`src/rtl/div_unit.sv`:
```
// Iterative restoring divider for RV32M DIV/DIVU/REM/REMU.
// Operands arrive over a valid/ready handshake and the result leaves with its register tag over a second one.
module div_unit #(
    parameter int unsigned XLEN        = 32,
    parameter int unsigned BITS_PER_CY = 1
) (
    input  logic            clk,
    input  logic            reset,
    input  logic            flush,
    input  logic            valid_in,
    output logic            ready_out,
    input  logic [1:0]      div_op,
    input  logic [XLEN-1:0] rs1_data,
    input  logic [XLEN-1:0] rs2_data,
    input  logic [5:0]      rd_addr_in,
    output logic            valid_out,
    input  logic            ready_in,
    output logic [XLEN-1:0] result,
    output logic [5:0]      rd_addr
);

    localparam int unsigned STEPS = XLEN / BITS_PER_CY;
    localparam int unsigned CNT_W = $clog2(STEPS + 1);
    localparam int unsigned TAG_W = 6;

    typedef enum logic [1:0] {
        S_IDLE = 2'd0,
        S_CALC = 2'd1,
        S_DONE = 2'd2
    } state_t;

    state_t             r_state;
    logic               r_is_rem;
    logic               r_neg_q;
    logic               r_neg_r;
    logic [TAG_W-1:0]   r_tag;
    logic [XLEN-1:0]    r_quo;
    logic [XLEN-1:0]    r_rem;
    logic [XLEN-1:0]    r_div;
    logic [CNT_W-1:0]   r_cnt;
    logic [XLEN-1:0]    r_result;
    logic [TAG_W-1:0]   r_rd_addr;
    logic               r_valid_out;

    logic               w_accept;
    logic               w_signed;
    logic               w_a_neg;
    logic               w_b_neg;
    logic [XLEN-1:0]    w_a_mag;
    logic [XLEN-1:0]    w_b_mag;
    logic               w_div_zero;
    logic               w_ovf;
    logic               w_special;
    logic [XLEN-1:0]    w_special_res;
    logic [XLEN-1:0]    w_quo_nxt;
    logic [XLEN-1:0]    w_rem_nxt;
    logic [XLEN-1:0]    w_quo_fin;
    logic [XLEN-1:0]    w_rem_fin;
    logic [XLEN-1:0]    w_calc_res;

    assign ready_out = (r_state == S_IDLE) || ((r_state == S_DONE) && ready_in);
    assign w_accept  = valid_in && ready_out && !flush;

    // Operand decode: signed ops divide magnitudes and fix signs at the end
    assign w_signed   = ~div_op[0];
    assign w_a_neg    = w_signed & rs1_data[XLEN-1];
    assign w_b_neg    = w_signed & rs2_data[XLEN-1];
    assign w_a_mag    = w_a_neg ? (~rs1_data + XLEN'(1)) : rs1_data;
    assign w_b_mag    = w_b_neg ? (~rs2_data + XLEN'(1)) : rs2_data;
    assign w_div_zero = (rs2_data == '0);
    assign w_ovf      = w_signed && (rs1_data == {1'b1, {(XLEN-1){1'b0}}}) && (rs2_data == '1);
    assign w_special  = w_div_zero || w_ovf;

    always_comb begin
        w_special_res = '0;
        if (w_div_zero) begin
            w_special_res = div_op[1] ? rs1_data : '1;
        end else if (w_ovf) begin
            w_special_res = div_op[1] ? '0 : rs1_data;
        end
    end

    // BITS_PER_CY restoring steps; the trial subtract is one bit wider than the operands
    always_comb begin : p_step
        logic [XLEN:0]   v_wide;
        logic [XLEN-1:0] v_rem;
        logic [XLEN-1:0] v_quo;
        v_wide = '0;
        v_rem  = r_rem;
        v_quo  = r_quo;
        for (int i = 0; i < int'(BITS_PER_CY); i++) begin
            v_wide = {v_rem, v_quo[XLEN-1]};
            v_quo  = {v_quo[XLEN-2:0], 1'b0};
            if (v_wide >= {1'b0, r_div}) begin
                v_wide   = v_wide - {1'b0, r_div};
                v_quo[0] = 1'b1;
            end
            v_rem = v_wide[XLEN-1:0];
        end
        w_rem_nxt = v_rem;
        w_quo_nxt = v_quo;
    end

    assign w_quo_fin  = r_neg_q ? (~w_quo_nxt + XLEN'(1)) : w_quo_nxt;
    assign w_rem_fin  = r_neg_r ? (~w_rem_nxt + XLEN'(1)) : w_rem_nxt;
    assign w_calc_res = r_is_rem ? w_rem_fin : w_quo_fin;

    // Control FSM; an accept can only occur in IDLE or on the DONE handshake cycle
    always_ff @(posedge clk or negedge reset) begin
        if (!reset) begin
            r_state     <= S_IDLE;
            r_is_rem    <= 1'b0;
            r_neg_q     <= 1'b0;
            r_neg_r     <= 1'b0;
            r_tag       <= '0;
            r_quo       <= '0;
            r_rem       <= '0;
            r_div       <= '0;
            r_cnt       <= '0;
            r_result    <= '0;
            r_rd_addr   <= '0;
            r_valid_out <= 1'b0;
        end else if (flush) begin
            r_state     <= S_IDLE;
            r_valid_out <= 1'b0;
        end else if (w_accept) begin
            r_is_rem <= div_op[1];
            r_neg_q  <= w_a_neg ^ w_b_neg;
            r_neg_r  <= w_a_neg;
            r_tag    <= rd_addr_in;
            r_quo    <= w_a_mag;
            r_rem    <= '0;
            r_div    <= w_b_mag;
            r_cnt    <= CNT_W'(STEPS);
            if (w_special) begin
                r_result    <= w_special_res;
                r_rd_addr   <= rd_addr_in;
                r_valid_out <= 1'b1;
                r_state     <= S_DONE;
            end else begin
                r_valid_out <= 1'b0;
                r_state     <= S_CALC;
            end
        end else begin
            case (r_state)
                S_CALC: begin
                    r_quo <= w_quo_nxt;
                    r_rem <= w_rem_nxt;
                    r_cnt <= r_cnt - CNT_W'(1);
                    if (r_cnt == CNT_W'(1)) begin
                        r_result    <= w_calc_res;
                        r_rd_addr   <= r_tag;
                        r_valid_out <= 1'b1;
                        r_state     <= S_DONE;
                    end
                end
                S_DONE: begin
                    if (ready_in) begin
                        r_valid_out <= 1'b0;
                        r_state     <= S_IDLE;
                    end
                end
                default: begin
                    r_state <= S_IDLE;
                end
            endcase
        end
    end

    assign valid_out = r_valid_out;
    assign result    = r_result;
    assign rd_addr   = r_rd_addr;

endmodule
```
`config.mk`:
```
export PLATFORM = sky130hd
export DESIGN_NAME = div_unit
export DESIGN_NICKNAME = d
export VERILOG_FILES = /design/src/rtl/div_unit.sv
export SDC_FILE = /design/constraint.sdc
export NUM_CORES = 1
export LEC_CHECK = 0
export CAP_MARGIN = 20
export CORE_UTILIZATION = 40
export CTS_CLUSTER_DIAMETER = 150
export DETAILED_ROUTE_END_ITERATION = 12
export DONT_BUFFER_PORTS = 1
export GPL_TIMING_DRIVEN = 0
export PLACE_DENSITY = 0.56
export SLEW_MARGIN = 5
export SYNTH_ARGS = -nofsm -noshare
export SYNTH_HDL_FRONTEND = slang
export SYNTH_SLANG_ARGS = --single-unit
```
`constraint.sdc`:
```
create_clock -name clk -period 15 [get_ports clk]
set_input_delay 0 -clock clk [delete_from_list [all_inputs] [get_ports clk]]
set_output_delay 0 -clock clk [all_outputs]
set_load 0.01 [all_outputs]
```
Word level (Yosys, flattened, before mapping)
Index checks and enable logic that the tools add are counted.
{ "word_totals": {"elab_cells": 91, "ff_bits": 152, "inputBits": 77, "output_inout_bits": 40} }
{ "classes": {"addsub": 6, "muxes": 37, "n_reduce_logical": 18, "eq_ne": 8, "n_bitwise": 9, "magnitude_cmp": 1} }
{ "op_table": {"columns": ["cell", "n"], "rows": [
  ["$mux 32", 18],
  ["$add 32x1->32 const B", 4],
  ["$not 32->32", 4],
  ["$eq 32x32->1 const B", 2],
  ["$mux 6", 6],
  ["$ge 33x32->1", 1],
  ["$logic_not 32->1", 1],
  ["$sub 32x32->32", 1],
  ["$mux 2", 5],
  ["$ne 4x4->1 const B", 2],
  ["$eq 6x1->1 const B", 1],
  ["$mux 1", 6],
  ["$reduce_and 2->1", 3],
  ["$sub 6x1->6 const B", 1],
  ["$logic_and 1x1->1", 5],
  ["$pmux 2 s2", 1],
  ["$reduce_and 4->1", 1],
  ["$reduce_bool 2->1", 2],
  ["$reduce_bool 4->1", 1],
  ["$reduce_and 3->1", 1],
  ["$and 1x1->1", 2],
  ["$eq 2x1->1 const B", 1],
  ["$eq 2x2->1 const B", 1],
  ["$logic_not 2->1", 1],
  ["6 further kinds", 8]
]} }

Longest topological paths before layout
Gate-level depths: netlist of run 1.
{ "depth": {"word_depth": 9, "mapped_depth": 25, "depth_no_buf": 20} }

Least setup slack after synthesis of run 1
Ideal clock, no wire load.
{ "synth_path": {"kind": "register to register", "start": "register r_rem[0]", "end": "register r_result[28] (netlist: result[28])", "required_ns": 14.873, "slack_ns": 9.721, "stages_incl_launch_ff": 23, "setup_ns": 0.127, "n_path_buf": 4, "arrival_ns": 5.152, "synth_period_minus_slack_ns": 5.279, "cell_sequence": "dfrtp_1 > ha_1 > nor2b_1 > o2111ai_2 > a2111oi_4 > o21ai_2 > a21oi_4 > or2_1 > buf_4 > buf_2 > buf_2 > buf_2 > nand2_1 > o21ai_0 > ha_1 > or3b_2 > or4_1 > nor4b_1 > a41o_1 > nand3_1 > o31ai_1 > xnor2_1 > o21ai_1"} }
{ "synth_between": {"elab_chain_len": 9, "word_cells_on_any_way": 14, "classes_between": "add/sub: 3; order compare: 1; mux: 8; bitwise: 2"} }
{ "synth_lines": {"columns": ["item", "line", "source"], "rows": [
  ["start: declaration", "38", "logic [XLEN-1:0] r_rem;"],
  ["start signal: assignment", "148", "r_rem <= w_rem_nxt;"],
  ["$sub 32x32->32 / $ge 33x32->1 (equally long branches)", "95, 94", null],
  ["$mux 32 / $mux 1 (equally long branches)", "94", "if (v_wide >= {1'b0, r_div}) begin"],
  ["$not 32->32 (on tied branches)", "105, 104", null],
  ["$add 32x1->32 (on tied branches)", "105, 104", null],
  ["$mux 32 (on tied branches)", "105, 104", null],
  ["$mux 32 *", "106", "assign w_calc_res = r_is_rem ? w_rem_fin : w_quo_fin;"],
  ["$mux 32 *", "150", "if (r_cnt == CNT_W'(1)) begin"],
  ["$mux 32 *", "145", "case (r_state)"],
  ["$mux 32 *", "126", "end else if (w_accept) begin"],
  ["end signal: assignment", "136", "r_result <= w_special_res;"],
  ["end signal: assignment", "151", "r_result <= w_calc_res;"],
  ["end: declaration", "41", "logic [XLEN-1:0] r_result;"]
]} }
Every way passes the cells marked *; elsewhere a longest branch is shown, timed or not. The select of a mux whose other input is x is not followed.
A chain may end at the register's enable or synchronous reset.

Worst setup path in the final report of run 1
{ "layout_path": {"start": "register r_rem[18]", "end": "register r_result[26] (netlist: result[26])"} }
The elaborated chain is that of the path after synthesis.

==> results of run 1 <==
## power by group through the flow
stage	clock network, uW	registers [uW]	logic [uW]
after floorplan	0	566	444
after global placement	0	594	585
after detailed placement	0	597	591
after CTS	448	590	632
after global routing	462	603	710
final	445	592	643
## state kept, by name, summed over array words and instances (netlist names)
name / cells
r_neg_q: 1
r_quo: 32
r_is_rem: 1
result: 32
rd_addr: 6
r_cnt: 6
r_tag: 6
r_neg_r: 1
r_rem: 32
r_div: 32
r_state: 2
valid_out: 1
## timing repair
action / 4_1_cts / 5_1_grt
endpoints found under the hold margin: 261 / 0
gates resized for setup: 0 / 0
hold buffers: 96 / 0
## stage by stage
stage                     instance area, sq um  utilization  setup slack [ps]
after floorplan                          11800            -              9720
after CTS                                13900        0.480              8110
after global placement                   12300        0.426              8120
final                                    13900        0.480              7930
after detailed placement                 12300        0.426              8150
after global routing                     13900        0.480              7520
## path summary, 6_finish.rpt
| kind | startpoint | endpoint | slack (ps) | cells after the start |
|---|---|---|---|---|
| setup / recovery | r_rem[18] | result[26] | 7930 | 23 |
| hold / removal | rs1_data[15] | r_quo[16] | 0.8 | 4 |
| setup reg to reg | r_rem[18] | result[26] | 7930 | 23 |
| hold reg to reg | r_tag[2] | r_tag[2] | 470 | 2 |
| max in group asynchronous | reset | r_rem[6] | 14040 | 2 |
| min in group asynchronous | reset | r_div[10] | 120 | 2 |
## cell usage in the layout, fill, tap and decap left out, types with 6 or more instances in the layout
master	count
a211oi_1	9
a21o_1	12
a21oi_1	106
a221oi_1	10
a22oi_1	21
a31oi_1	22
and2_1	7
buf_2	15
clkbuf_1	74
clkbuf_16	17
dfrtp_1	152
dlygate4sd3_1	95
ha_1	42
inv_1	60
mux2_2	11
mux2i_1	25
nand2_1	208
nand2b_1	14
nand3_1	23
nand4_1	26
nor2_1	145
nor2b_1	7
nor3_1	38
nor4_1	11
o211ai_1	6
o21a_1	12
o21ai_0	153
o21ai_1	9
o21bai_1	6
o221ai_1	13
o22a_1	8
o22ai_1	7
o31ai_1	22
or2_2	6
or3_1	15
xnor2_1	85
xor2_1	62
## cells by family (layout without fill, tap and decap cells)
group | count (synthesis) | count (layout) | synth area share
AO/OA/AOI/OAI | 453 | 453 | 0.241
XOR/XNOR | 147 | 147 | 0.109
adder cells (fa/ha/maj) | 43 | 43 | 0.0460
buffers and inverters | 151 | 279 | 0.0501
flip-flops | 152 | 152 | 0.321
multiplexers | 36 | 36 | 0.0316
AND/OR/NAND/NOR | 527 | 527 | 0.201
## final cells by class
class	instances	share of cell area
multi-input combinational	1206	0.537
sequential	152	0.274
timing repair buffer	96	0.0705
tap	384	0.0346
clock buffer	21	0.0325
buffer	90	0.0262
inverter	61	0.0165
clock inverter	11	0.00892
## worst max-delay path: stages, from the launching register on
cell and delay, ps:
dfrtp_1 480, ha_1 320, clkbuf_1 270, nand4_1 180, nor4_1 490, a22oi_1 160, o21ai_1 110, a21o_1 310
or2_1 150, buf_4 200, buf_2 360, buf_2 390, buf_2 380, nand2_1 100, o21ai_0 140, ha_1 310
or3b_2 470, or4_1 520, nor4b_1 330, a41o_1 230, nand3_1 260, o31ai_1 340, xor2_1 310, o21ai_1 90
## routing by layer
layer / routed length, um / part of all wire
met1: 20000 / 0.45
met2: 19900 / 0.45
met3: 3640 / 0.082
met4: 1100 / 0.025
met5: 0 / 0
==> impl_metrics.py, run 1 <==
metrics = {
    "detailed_routing": {
        "routedWlPerCell_um": 22.0,
        "ant_nets": 0,
        "drt_pass1_iterations": 6,
        "viasPerCell": 5.95,
        "drtIter0Drc": 1300,
        "wirelength_um": 44600,
        "vias": 12016,
        "drc": 0,
    },
    "sta": {
        "rsz0062_at_grt": "false",
        "slew_violations": 0,
        "final_hold_viol_count": 0,
        "relSlewSlack": 0.277,
        "max_freq_ghz": 0.142,
        "layout_min_cycle_time_ps": 7070,
        "whs_ps": 0.761,
        "fin_skew_ps": 14.9,
        "finalSetupViolCount": 0,
        "min_period_over_period": 0.471,
        "setup_tns_ps": 0,
        "tightest_slew_ps": 1080,
    },
    "clock_tree": {
        "postCtsSetupRepairBufs": 0,
        "clock_sinks": 152,
        "clk_pin_slew_worst_paths_ps": 70,
        "cts_made_buffers": 17,
        "cts_tree": "yes",
        "clk_path_buf_depth": 2,
        "cts-root-buf": "clkbuf_16",
        "clk_latency_ps": 460,
        "htree_levels": 4,
    },
    "floorplanning": {
        "die_area_sq_mm": 0.0303,
        "die_w_um": 174,
        "initial_core_util": 0.409,
        "fp.dieH_um": 174,
        "io_pins": 117,
        "rows": 62,
        "core_sq_mm": 0.0289,
    },
    "grt": {
        "grt.overflow.total": 0,
        "grt_usage": 0.297,
        "grt_max_degree": 153,
        "met3_usage": 0.0652,
        "antenna_found_initial": 0,
        "grt-busiest-layer": "met2",
        "grt_pass1_vias": 11597,
        "use_met2": 0.458,
        "grt_pass1_wl_um": 68400,
        "gr-usage-met1": 0.410,
    },
    "synth": {
        "synth_flop_cell": "dfrtp_1",
        "yosysSeqAreaShare": 0.321,
        "netlist_area_sq_mm": 0.0118,
        "synth_fp_nets": 1629,
        "synth_area_leaders": "dfrtp_1, nand2_1, o21ai_0, xnor2_1, nor2_1",
        "synth_area_per_cell_sq_um": 7.85,
        "yosys_warnings": 0,
        "syn_inst": 1509,
        "synthTopCellsByCount": "nand2_1, o21ai_0, dfrtp_1",
        "ys_seq_elements": 152,
        "ys_types": 77,
        "yosysMostFrequentCell": "nand2_1",
        "yosysTopAreaCell": "dfrtp_1",
        "synth_top_area_frac": 0.321,
        "synthArstFlopShare": 1.00,
        "synth_edf_count": 0,
    },
    "setup_path": {
        "crit_arrival_ps": 7400,
        "end_kind": "register",
        "worstSetupStartpointType": "register",
        "required_ps": 15330,
        "worstSetupPathType": "reg2reg",
        "crit_fanout": 10,
    },
    "power_and_ir_drop": {
        "cellPowerDensity_mw_per_mm2": 121,
        "p_seq_frac": 0.352,
        "peakVddDrop_mv": 0.0702,
        "p_int_uw": 987,
        "total_power_uw": 1680,
        "p_sw_uw": 694,
        "p_leak_uw": 0.00572,
        "power_frac_comb": 0.383,
        "swShare": 0.413,
        "clockPowerShare": 0.265,
    },
    "placement": {
        "port_buffers": 0,
        "place_inst": 1893,
        "dp_hpwl_um": 33100,
        "place.gp.congestion": 0.921,
    },
    "cells_and_area": {
        "fin_cells": 2021,
        "nets": 1744,
        "register_area_sq_mm": 0.00380,
        "diodes": 0,
        "layout-drive-gt1-share": 0.0489,
        "area_delta_synth_final_pct": 17.2,
        "multi_input_area_sq_mm": 0.00745,
        "fillCellCount": 2884,
    },
    "hold_path": {
        "holdCritPathClass": "in2reg",
    },
    "run_status": {
        "status": "complete, no violations",
    },
    "job": {
        "drv_cap": 0,
    },
}
Power figures use the tool's default switching activity.
==> run 2: changes to the inputs <==
--- a/config.mk
+++ b/config.mk
@@ -5,6 +5,7 @@
 export SDC_FILE = /design/constraint.sdc
 export NUM_CORES = 1
 export LEC_CHECK = 0
+export ABC_AREA = 1
 export CAP_MARGIN = 20
 export CORE_UTILIZATION = 40
 export CTS_CLUSTER_DIAMETER = 150
==> constraint.sdc (replaced) <==
create_clock -name clk -period 7.3 [get_ports clk]
set_input_delay 0 -clock clk [delete_from_list [all_inputs] [get_ports clk]]
set_output_delay 0 -clock clk [all_outputs]
set_load 0.01 [all_outputs]
==> impl_metrics.py, run 2 <==
metrics = {
    "synth": {
        "ys_types": 55,
        "synth_area_leaders": "dfrtp_1, nand2_1, inv_1, o21ai_0, nand3_1",
        "yosysMostFrequentCell": "nand2_1",
        "synth_area_per_cell_sq_um": 6.37,
        "netlist_area_sq_mm": 0.0134,
        "yosysSeqAreaShare": 0.283,
        "synth_top_area_frac": 0.283,
        "synth_fp_nets": 2230,
        "synth_edf_count": 0,
        "synthArstFlopShare": 1.00,
        "yosysTopAreaCell": "dfrtp_1",
        "syn_inst": 2110,
        "synthTopCellsByCount": "nand2_1, inv_1, nor2_1",
        "ys_seq_elements": 152,
        "synth_flop_cell": "dfrtp_1",
        "yosys_warnings": 0,
    },
    "sta": {
        "tightest_slew_ps": 810,
        "slew_violations": 0,
        "relSlewSlack": 0.460,
        "min_period_over_period": 0.705,
        "max_freq_ghz": 0.194,
        "rsz0062_at_grt": "false",
        "final_hold_viol_count": 0,
        "layout_min_cycle_time_ps": 5140,
        "finalSetupViolCount": 0,
        "whs_ps": 9.56,
        "fin_skew_ps": 19.4,
        "setup_tns_ps": 0,
    },
    "placement": {
        "place.gp.congestion": 0.962,
        "dp_hpwl_um": 39700,
        "place_area_sq_mm": 0.0140,
        "port_buffers": 0,
    },
    "clock_tree": {
        "htree_levels": 4,
        "cts_tree": "yes",
        "cts_hold_buf": 113,
        "cts-root-buf": "clkbuf_16",
        "cts_made_buffers": 17,
        "clk_pin_slew_worst_paths_ps": 70,
        "clk_latency_ps": 460,
        "postCtsSetupRepairBufs": 0,
        "clk_path_buf_depth": 2,
        "cts_resized": 0,
        "clock_sinks": 152,
    },
    "setup_path": {
        "path_delay_family": "simple AND/OR/NAND/NOR gates",
        "worstSetupPathType": "reg2reg",
        "crit_arrival_ps": 5530,
        "required_ps": 7680,
        "cpPeakStageDelay_ps": 460,
        "crit_path_frequent_cell": "nand2_1",
        "path_buf_inv": 6,
        "crit_fanout": 10,
        "critical_path_depth": 31,
        "end_kind": "register",
        "worstSetupStartpointType": "register",
        "cp_slowest_cell": "a21oi_2",
        "r2r_cells": 31,
    },
    "run_status": {
        "status": "complete, no violations",
    },
    "floorplanning": {
        "core_sq_mm": 0.0328,
        "initial_core_util": 0.410,
        "die_w_um": 185,
        "die_area_sq_mm": 0.0343,
        "rows": 66,
        "io_pins": 117,
        "fp.dieH_um": 185,
    },
    "cells_and_area": {
        "nets": 2362,
        "diodes": 0,
        "fillCellCount": 3441,
        "postLayoutCellArea_sq_mm": 0.0158,
        "register_area_sq_mm": 0.00380,
        "multi_input_area_sq_mm": 0.00804,
        "utilization": 0.481,
        "final_common_cell": "nand2_1",
        "final_cell_mix": "nand2_1, inv_1, nor2_1",
        "area_delta_synth_final_pct": 17.5,
        "layout-drive-gt1-share": 0.0820,
    },
    "grt": {
        "antenna_found_initial": 0,
        "grt_pass1_vias": 13408,
        "grt.overflow.total": 0,
        "grt_usage": 0.298,
        "grt_pass1_wl_um": 76700,
        "grt_max_degree": 153,
    },
    "hold_path": {
        "min_path_cells": 4,
        "holdCritPathClass": "in2reg",
    },
    "detailed_routing": {
        "wirelength_um": 50400,
        "ant_nets": 0,
        "drt_pass1_iterations": 6,
        "viasPerCell": 5.34,
        "drtIter0Drc": 1326,
        "drc": 0,
        "routedWlPerCell_um": 18.7,
        "vias": 14408,
    },
    "power_and_ir_drop": {
        "peakVddDrop_mv": 0.276,
        "cellPowerDensity_mw_per_mm2": 574,
        "total_power_uw": 9050,
        "p_leak_uw": 0.00786,
    },
    "job": {
        "drv_cap": 0,
    },
}
[run 2: worst paths after layout]
kind | startpoint | end | slack [ps]
min in group asynchronous | reset | r_div[12] | 240
max in group asynchronous | reset | result[10] | 6440
worst min-delay path | rs1_data[7] | r_quo[8] | 10
worst max register to register | r_div[2] | result[28] | 2160
worst min register to register | r_tag[0] | r_tag[0] | 470
worst max-delay path | r_div[2] | result[28] | 2160
[run 2: area by class of cell]
cell class	instances	area share
buffer	74	0.0240
clock buffer	19	0.0287
clock inverter	13	0.0121
inverter	323	0.0768
multi-input combinational	1561	0.509
sequential	152	0.241
tap	442	0.0350
timing repair buffer	113	0.0728
[run 2: power by group]
part           switching, uW  internal (uW)  total [uW]
Sequential               387           1210        1600
Clock                    408            594        1000
Combinational           4400           2060        6450
Total                   5190           3860        9050
[run 2: routing by layer]
layer,part of all wire,up-vias,GRT usage
li1,-,7039,-
met1,0.46,6747,0.414
met2,0.44,548,0.452
met3,0.078,74,0.0686
met4,0.027,0,0.0952
met5,0,-,0
[run 2: cell families (layout without fill, tap and decap cells)]
kind of cell | after synthesis | count (layout) | synth area share
buf+inv | 397 | 542 | 0.118
fa+ha+maj | 43 | 43 | 0.0406
flops | 152 | 152 | 0.283
simple gates | 1106 | 1106 | 0.370
compound gates | 358 | 358 | 0.152
xor+xnor | 54 | 54 | 0.0352
[run 2: through the flow]
step / setup WS, ps / std cells
5_1_grt: 1710 / 2697
3_5_place_dp: 2320 / 2552
4_1_cts: 2290 / 2697
6_report: 2160 / 2697
2_1_floorplan: 3600 / 2110
3_3_place_gp: 2340 / 2552
[run 2: worst min-delay path: cells and delay by family]
family	cells	cell delay (ps)
AOI/OAI and AO/OA	1	150
xor gates and xnor gates	1	110
and+or+nand+nor	2	160
==> run 3: changes to the inputs <==
==> constraint.sdc (replaced) <==
create_clock -name clk -period 4.8 [get_ports clk]
set_input_delay 0 -clock clk [delete_from_list [all_inputs] [get_ports clk]]
set_output_delay 0 -clock clk [all_outputs]
set_load 0.01 [all_outputs]
==> impl_metrics.py, run 3 (synthesized netlist as in run 2, its figures left out) <==
metrics = {
    "power_and_ir_drop": {
        "total_power_uw": 13900,
        "peakVddDrop_mv": 0.418,
        "cellPowerDensity_mw_per_mm2": 876,
        "p_leak_uw": 0.00789,
    },
    "setup_path": {
        "r2r-start": "r_div[3]",
        "r2r_end": "result[30]",
        "worstSetupPathType": "reg2reg",
        "crit_fanout": 10,
        "worstSetupStartpointType": "register",
        "required_ps": 5180,
        "crit_path_frequent_cell": "nand2_1",
        "crit_end": "result[30]",
        "end_kind": "register",
        "cpPeakStageDelay_ps": 380,
        "cp_slowest_cell": "dfrtp_1",
        "r2r_setup_slack_ps": 350,
        "crit_arrival_ps": 4830,
        "r2r_cells": 31,
        "startpoint": "r_div[3]",
    },
    "clock_tree": {
        "clock_sinks": 152,
        "htree_levels": 4,
        "cts_tree": "yes",
        "clk_path_buf_depth": 2,
        "cts-root-buf": "clkbuf_16",
        "clk_latency_ps": 460,
        "cts_made_buffers": 17,
        "clk_pin_slew_worst_paths_ps": 70,
    },
    "cells_and_area": {
        "final_cell_mix": "nand2_1, inv_1, nor2_1",
        "nets": 2367,
        "layout-drive-gt1-share": 0.0867,
        "diodes": 0,
        "fillCellCount": 3432,
        "area_delta_synth_final_pct": 18.0,
        "register_area_sq_mm": 0.00380,
        "utilization": 0.484,
        "multi_input_area_sq_mm": 0.00807,
        "final_common_cell": "nand2_1",
    },
    "floorplanning": {
        "initial_core_util": 0.410,
        "rows": 66,
        "die_area_sq_mm": 0.0343,
        "fp.dieH_um": 185,
        "io_pins": 117,
        "die_w_um": 185,
        "core_sq_mm": 0.0328,
    },
    "sta": {
        "slew_violations": 0,
        "setup_tns_ps": 0,
        "min_period_over_period": 0.928,
        "max_freq_ghz": 0.225,
        "relSlewSlack": 0.451,
        "tightest_slew_ps": 824,
        "final_hold_viol_count": 0,
        "finalSetupViolCount": 0,
        "fin_skew_ps": 20.1,
        "layout_min_cycle_time_ps": 4450,
    },
    "job": {
        "drv_cap": 0,
    },
    "grt": {
        "grt_pass1_vias": 13405,
        "antenna_found_initial": 0,
        "grt.overflow.total": 0,
        "grt_usage": 0.298,
        "grt_max_degree": 153,
        "grt_pass1_wl_um": 76700,
    },
    "detailed_routing": {
        "ant_nets": 0,
        "wirelength_um": 50500,
        "drtIter0Drc": 1327,
        "routedWlPerCell_um": 18.7,
        "viasPerCell": 5.33,
        "vias": 14415,
        "drc": 0,
        "drt_pass1_iterations": 7,
    },
    "hold_path": {
        "holdCritPathClass": "in2reg",
        "min_from": "rs2_data[13]",
    },
    "placement": {
        "place.gp.congestion": 0.962,
        "port_buffers": 0,
        "dp_hpwl_um": 39700,
    },
    "run_status": {
        "status": "complete, no violations",
    },
}
## run 3: report_power, final
part | internal [uW] | total, uW | switching, uW
combinational | 3200 | 9910 | 6710
sequential | 1850 | 2440 | 599
clock | 903 | 1530 | 622
## run 3: critical path: cells and delay by family (launching register included)
family	cells	cell delay, ps
AOI/OAI and AO/OA	7	1070
adders and majority gates	2	480
buffers and inverters	8	880
DFF	1	380
and+or+nand+nor	14	1570
## run 3: layout make-up
cell class                      count  share of cell area
Timing Repair Buffer              118              0.0748
Clock inverter                     13              0.0121
Clock buffer                       19              0.0286
Sequential cell                   152               0.240
Multi-Input combinational cell   1561               0.509
Tap cell                          442              0.0349
Buffer                             74              0.0243
Inverter                          323              0.0765
## run 3: timing repair
item / 4_1_cts / 5_1_grt
pin swaps: 0 / 2
endpoints found under the setup margin: 2 / 7
hold buffers: 113 / 0
gates resized for setup: 2 / 9
hold endpoints to repair: 265 / 0
buffers inserted: 0 / 5
## run 3: worst min path at each step
stage / end / cells past startpoint
3_3_place_gp: r_div[15] / 0
4_1_cts: r_quo[20] / 5
3_5_place_dp: r_div[8] / 0
5_1_grt: r_quo[8] / 4
6_report: r_div[15] / 4
2_1_floorplan: r_cnt[0] / 0
## run 3: per-layer routing
metal | vias to the layer above | part of all wire | track usage
li1 | 7041 | - | -
met1 | 6786 | 0.46 | 0.414
met2 | 522 | 0.44 | 0.452
met3 | 66 | 0.078 | 0.0686
met4 | 0 | 0.026 | 0.0952
met5 | - | 0 | 0
## run 3: metrics by stage
stage / worst slack (ps) / instance area [sq um] / hold slack [ps] / instances
global route: -2.57 / 15900 / 40.0 / 2702
floorplan: 1100 / 13400 / -296 / 2110
finish: 346 / 15900 / 9.94 / 2702
detailed placement: -184 / 14000 / -284 / 2552
CTS: 22.0 / 15800 / 1.71 / 2697
global placement: -155 / 14000 / -285 / 2552
